### src/rtl/ttt_pkg.sv
// Shared encodings for the tic-tac-toe move controller: cell and status
// codes, the controller state enum, the state-register bundle and the table
// of the eight winning lines.
package ttt_pkg;

  localparam int NCELLS = 9;

  // Cell contents as stored in the board memory
  localparam logic [1:0] CELL_EMPTY = 2'b00;
  localparam logic [1:0] CELL_X     = 2'b01;
  localparam logic [1:0] CELL_O     = 2'b10;

  // Game status codes
  localparam logic [1:0] ST_PLAYING = 2'b00;
  localparam logic [1:0] ST_X_WIN   = 2'b01;
  localparam logic [1:0] ST_O_WIN   = 2'b10;
  localparam logic [1:0] ST_DRAW    = 2'b11;

  typedef enum logic [2:0] {
    S_IDLE  = 3'd0,
    S_CHECK = 3'd1,
    S_WRITE = 3'd2,
    S_EVAL  = 3'd3,
    S_DONE  = 3'd4
  } state_e;

  // Everything the controller remembers from one cycle to the next
  typedef struct packed {
    state_e     state;
    logic       turn;
    logic [1:0] status;
    logic [3:0] cnt;
    logic [3:0] cap_addr;
  } ctrl_t;

  // Winning lines as cell-index triples; entry 0 is the leftmost group
  localparam logic [0:7][0:2][3:0] WIN_LINES = {
    4'd0, 4'd1, 4'd2,   // top row
    4'd3, 4'd4, 4'd5,   // middle row
    4'd6, 4'd7, 4'd8,   // bottom row
    4'd0, 4'd3, 4'd6,   // left column
    4'd1, 4'd4, 4'd7,   // middle column
    4'd2, 4'd5, 4'd8,   // right column
    4'd0, 4'd4, 4'd8,   // main diagonal
    4'd2, 4'd4, 4'd6    // anti diagonal
  };

  // Cell code a player writes: X for turn 0, O for turn 1
  function automatic logic [1:0] player_code(input logic t);
    return t ? CELL_O : CELL_X;
  endfunction

  // Contents of one cell; indices past the board read as empty
  function automatic logic [1:0] cell_at(input logic [17:0] board, input logic [3:0] idx);
    logic [4:0] base;
    base = {idx, 1'b0};
    if (idx < 4'd9) begin
      return board[base +: 2];
    end else begin
      return CELL_EMPTY;
    end
  endfunction

endpackage

### src/rtl/move_ctrl_win_check.sv
// Purely combinational three-in-a-row detector for one player.
module win_check
  import ttt_pkg::*;
(
  input  logic [17:0] gBoard,
  input  logic [1:0]  player,
  output logic        win
);

  // OR together every line whose three cells all hold the player's code
  always_comb begin
    win = 1'b0;
    for (int i = 0; i < 8; i++) begin
      win = win | ((cell_at(gBoard, WIN_LINES[i][0]) == player) &
                   (cell_at(gBoard, WIN_LINES[i][1]) == player) &
                   (cell_at(gBoard, WIN_LINES[i][2]) == player));
    end
  end

endmodule

### src/rtl/move_ctrl.sv
// Tic-tac-toe move controller: accepts a move, rejects bad cells, writes the
// board memory, then scores the board for a win or a draw. State lives in a
// ph2 master stage feeding a ph1-transparent slave latch, so every update
// lands one two-phase cycle later.
module move_ctrl
  import ttt_pkg::*;
#(
  parameter logic START_PLAYER = 1'b0
) (
  input  logic        ph1,
  input  logic        ph2,
  input  logic        reset,
  input  logic        moveValid,
  input  logic [3:0]  moveAddr,
  output logic        moveReady,
  input  logic [17:0] gBoard,
  output logic        wrEn,
  output logic [3:0]  addr,
  output logic [1:0]  cellState,
  output logic        turn,
  output logic [1:0]  status,
  output logic        illegal
);

  ctrl_t ctl_next_s;
  ctrl_t ctl_mst_r;
  ctrl_t ctl_r;
  logic  bad_s;
  logic  win_s;

  win_check u_win (
    .gBoard (gBoard),
    .player (player_code(ctl_r.turn)),
    .win    (win_s)
  );

  assign bad_s = (ctl_r.cap_addr > 4'd8) | (cell_at(gBoard, ctl_r.cap_addr) != CELL_EMPTY);

  // Next-state and next-data decision for the whole controller
  always_comb begin
    ctl_next_s = ctl_r;
    if (!reset) begin
      ctl_next_s.state    = S_IDLE;
      ctl_next_s.turn     = START_PLAYER;
      ctl_next_s.status   = ST_PLAYING;
      ctl_next_s.cnt      = 4'd0;
      ctl_next_s.cap_addr = 4'd0;
    end else begin
      case (ctl_r.state)
        S_IDLE: begin
          if (moveValid) begin
            ctl_next_s.state    = S_CHECK;
            ctl_next_s.cap_addr = moveAddr;
          end else begin
            ctl_next_s.state = S_IDLE;
          end
        end
        S_CHECK: begin
          if (bad_s) begin
            ctl_next_s.state = S_IDLE;
          end else begin
            ctl_next_s.state = S_WRITE;
          end
        end
        S_WRITE: begin
          ctl_next_s.cnt   = (ctl_r.cnt >= 4'd9) ? 4'd9 : ctl_r.cnt + 4'd1;
          ctl_next_s.state = S_EVAL;
        end
        S_EVAL: begin
          // a win takes priority, so a ninth-move win is never a draw
          if (win_s) begin
            ctl_next_s.status = ctl_r.turn ? ST_O_WIN : ST_X_WIN;
            ctl_next_s.state  = S_DONE;
          end else if (ctl_r.cnt == 4'd9) begin
            ctl_next_s.status = ST_DRAW;
            ctl_next_s.state  = S_DONE;
          end else begin
            ctl_next_s.turn  = ~ctl_r.turn;
            ctl_next_s.state = S_IDLE;
          end
        end
        S_DONE: begin
          ctl_next_s.state = S_DONE;
        end
        default: begin
          ctl_next_s.state = S_IDLE;
        end
      endcase
    end
  end

  // Master stage: holds the value a ph2-transparent latch has when ph2 closes
  always_ff @(negedge ph2) begin
    ctl_mst_r <= ctl_next_s;
  end

  // Slave latch: transparent while ph1 is high, publishing the new state
  always_latch begin
    if (ph1) begin
      ctl_r <= ctl_mst_r;
    end
  end

  // Outputs decode the slave state; reset kills the write strobe at once
  assign moveReady = (ctl_r.state == S_IDLE);
  assign wrEn      = reset & (ctl_r.state == S_WRITE);
  assign addr      = ctl_r.cap_addr;
  assign cellState = player_code(ctl_r.turn);
  assign turn      = ctl_r.turn;
  assign status    = ctl_r.status;
  assign illegal   = reset & (ctl_r.state == S_CHECK) & bad_s;

endmodule

### config.mk
export PLATFORM = sky130hd
export DESIGN_NAME = move_ctrl
export DESIGN_NICKNAME = d
export VERILOG_FILES = /design/src/rtl/ttt_pkg.sv /design/src/rtl/move_ctrl_win_check.sv /design/src/rtl/move_ctrl.sv
export SDC_FILE = /design/constraint.sdc
export NUM_CORES = 1
export LEC_CHECK = 0
export CORE_ASPECT_RATIO = 1.1
export CORE_UTILIZATION = 46
export DETAILED_ROUTE_END_ITERATION = 8
export GPL_TIMING_DRIVEN = 0
export PLACE_DENSITY = 0.78
export SYNTH_ARGS = -nofsm -noshare
export SYNTH_HDL_FRONTEND = slang
export SYNTH_SLANG_ARGS = --single-unit
### constraint.sdc
create_clock -name ph2 -period 2.3 [get_ports ph2]
set_clock_uncertainty 0.2 [all_clocks]
set_input_delay 0.23 -clock ph2 [delete_from_list [all_inputs] [get_ports ph2]]
set_output_delay 0.23 -clock ph2 [all_outputs]
set_load 0.05 [all_outputs]
# After elaboration in Yosys (flattened, before gate mapping)
# Cells that the tools add are included.
[totals] latchBits=14 rom_bits=0 output_inout_bits=12 regBits=14 mem_bits_rw=0 wordCells=86 inputBits=26 memories=0
[classes] bitwise=28 muxes=18 n_addsub=1 eq_ne=14 order_cmp=3 div=0 reduce_logical=2 shift=1 multipliers=0
[ops] op="2-to-1 mux 14 bit" count=2
[ops] op="AND 1 bit" count=19
[ops] op="== test 2 bit" count=9
[ops] op="indexed part select 18 x 6 -> 2 bit" count=1
[ops] op="2-to-1 mux 4 bit" count=4
[ops] op="case mux 3 bit (5 select lines)" count=1
[ops] op="2-to-1 mux 2 bit" count=5
[ops] op="2-to-1 mux 3 bit" count=3
[ops] op="OR 1 bit" count=8
[ops] op="== test 3 x 2 -> 1 bit, second input constant" count=2
[ops] op="adder 4 x 1 -> 4 bit, second input constant" count=1
[ops] op="== test 4 bit, second input constant" count=1
[ops] op="greater-or-equal comparator 4 bit, second input constant" count=1
[ops] op="greater-than comparator 4 bit, second input constant" count=1
[ops] op="less-than comparator 4 bit, second input constant" count=1
[ops] op="== test 3 x 1 -> 1 bit, second input constant" count=1
[ops] op="== test 3 bit, second input constant" count=1
[ops] op="zero test 3 bit" count=1
[ops] op="2-to-1 mux 1 bit" count=3
[ops] op="nonzero test 2 bit" count=1
[ops] op="NOT 1 bit" count=1

# Longest topological paths before layout
[logic_depth] depth_word=13 depth_mapped=8 mapped_depth_nobuf=8

# Modules after synthesis
# Synthesis repeated with hierarchy kept, for this count alone.
[unflattened] hier_cells=160 hier_area_um2=1412.6
[by_module_without_submodules] module="move_ctrl" instances=1 cells_per_inst=107 area_each_um2=1048.5 seq_area_each_um2=280.3
[by_module_without_submodules] module="win_check" instances=1 cells_per_inst=53 area_each_um2=364.1 seq_area_each_um2=0.0

==> summary.txt <==
Maximum vdd drop = 360 uV
Largest net degree at the start of global routing = 15
Die height = 58.3 um
Crit-path max cell delay = 0.38 ns
Root buf cell = clkbuf_4
Synth cell types = 41
Status = complete, but fails checks
Crit path cell chain = buf_6 -> or3b_4 -> o22ai_2 -> o32a_4 -> a2111oi_4 -> and3b_1 -> mux2i_1
Setup crit end = ctl_mst_r[10]
Max-slew violation count = 0
Num rows = 20
First-pass GRT wire length = 5.67 mm
Clk slew on worst S/H paths = 0.04 ns
Power Total = 0.679 mW
CP required = 1.22 ns
Number of synthesized flops with an enable pin = 0
CP startpoint = gBoard[4]
Worst setup margin = -0.524 ns
Synthesized Nets = 177
Yosys reg bits = 28
Synth-to-layout area growth = 47.6%
Worst Tran Pin Value = 0.584 ns
Gr ovfl total = 0
RSZ-0062 raised after global routing = true
Relative slew slack = 0.611
CP Capture Type = flip-flop
Failing checks = negative setup slack
Port bufs = 37
Pre-CTS WS = -1.24 ns
Core Box Area = 0.00275 mm2
Most instantiated cells after synthesis = dfxtp_1, dlxtp_1, nand2_1
Crit path DAT = 1.74 ns
Vias post-DR = 1306
GRT Util Overall = 0.254
CTS tree = yes
Vias per inst = 5.44
Synth top area share = 0.212
Core Util, Final = 0.710
Wirelength per Cell = 14.8 um
WS Path Type = in -> reg
Vias in the first global route = 1353
CTS Buffer Depth = 2
I/O pin count = 38
Tightest Hold Check Type = in -> out
Critical Path Slowest Stage Cell = o32a_4
Initial antenna violation count = 0
Leading area contributor after synthesis = dfxtp_1
Routed Antenna Nets = 0
Fin area = 0.00195 mm2
Post-DP Area = 0.00176 mm2
CTS H-tree lvls = 1
Cell depth of the worst setup path = 7
DRC = 0
Main area contributors after synthesis = dfxtp_1, dlxtp_1, mux2i_1
Clock buffer count from CTS = 3
Die X = 53.2 um
Initial Util = 0.481
Max FO, Critical Path = 3
Endpoints left unconstrained = 24
Ys async rst share = 0
Synthesized area per cell = 8.94 um2
Final setup violation count = 5
Synth Cell Area = 0.00132 mm2
WP buf/inv = 1
Maxcap violations = 0
Final-stage net count = 238
Pleak = 0.879 nW
Power Dens Cells = 348 mW/mm2
Wirelength, routed = 3.56 mm
DPL Wire Length = 2.32 mm
Delay-heaviest family, CP = compound AO/OA/AOI/OAI gates
Final Hold Fails = 0
Synth Warn # = 0
Diode count = 0
Register pins left without a clock = 14
CP startpoint kind = input pin
Die Area = 0.00310 mm2
Layout cell share with drive strength beyond 1 = 0.324
Ys flop type = dlxtp_1
Mapped Cells = 148
GP Congestion = 0.833
First-pass detailed-route iteration total = 4
DRT iter0 DRCs = 15
per-stage QoR:
step	hold slack (ns)	TNS, ns	cells
after floorplan	0.563	-2.46	148
after global placement	1.69	-9.68	218
after detailed placement	1.68	-9.78	218
after CTS	1.09	-1.81	239
after global routing	1.15	-2.19	240
final	1.10	-1.98	240
flip-flops by register name, indices dropped and copies added, names as in the netlist:
register,flops
ctl_mst_r,14
ctl_r,7
addr,4
status,2
turn,1
logic make-up after synthesis:
| kind of cell | Yosys count | share of synthesized area |
|---|---|---|
| flops | 14 | 0.212 |
| buf+inv | 15 | 0.0690 |
| fa+ha+maj | 3 | 0.0284 |
| latches | 14 | 0.159 |
| compound gates | 31 | 0.194 |
| simple gates | 65 | 0.293 |
| mux | 6 | 0.0454 |
layout by cell type (no fill, tap or decap), types with 3 or more instances in the layout:
cell             synthesis  layout
buf_2                    1      10
clkbuf_4                 0       3
dlygate4sd2_1            0       3
a21oi_1                  6       4
dfxtp_1                 14      14
a211oi_2                 0       4
inv_1                    3      16
nand2b_4                 0       4
a21oi_2                  1       3
buf_6                    1       8
o22ai_2                  1       3
nor3b_1                  6       6
nand3b_1                 5       5
nor2_1                   9       6
ha_1                     3       3
mux2i_1                  6       5
clkdlybuf4s50_1          0      16
nand2_1                 11      11
dlxtp_1                 14      14
nor2b_1                  7       7
o22ai_1                  6       3
buf_4                    7      13
or3b_4                   1       3
nor3_1                   8       7
worst min-delay path by stage:
stage	from	to	slack (ns)	depth (start not counted)
after global routing	reset	illegal	1.15	5
after CTS	reset	illegal	1.09	5
after floorplan	reset	wrEn	0.56	1
after global placement	reset	wrEn	1.69	3
final	reset	illegal	1.10	5
after detailed placement	reset	wrEn	1.68	3
what timing repair did:
item                       in CTS  in global routing
buffers inserted                6                  1
gates resized for setup        85                 17
setup endpoints to repair      10                  9
hold buffers                    0                  0
pin swaps                      17                 11
gates cloned                    0                  0
worst min-delay path, stage by stage:
cell and delay (ns):
dlygate4sd2_1 0.30, nand2b_1 0.13, nor3b_1 0.07, nor2b_1 0.13
buf_2 0.20
routing by layer:
metal,share of wire,track usage,up-vias
li1,-,-,642
met1,0.41,0.263,626
met2,0.53,0.461,34
met3,0.044,0.0472,4
met4,0.012,0.147,0
met5,0,0,-
report_power, final:
group | internal (mW) | switching (mW)
sequential | 0.263 | 0.00622
combinational | 0.0907 | 0.0859
clock | 0.0924 | 0.142
total | 0.446 | 0.234
cell type report:
type	instances	area, um2
multi-input cells	105	880
fillers	227	798
flip-flops and latches	28	490
repair buffers	44	384
plain buffers	10	72.6
clock inverters	14	52.6
well taps	33	41.3
clock buffers	3	22.5
inverters	3	11.3
No activity file was read; power rests on OpenSTA's default activity.
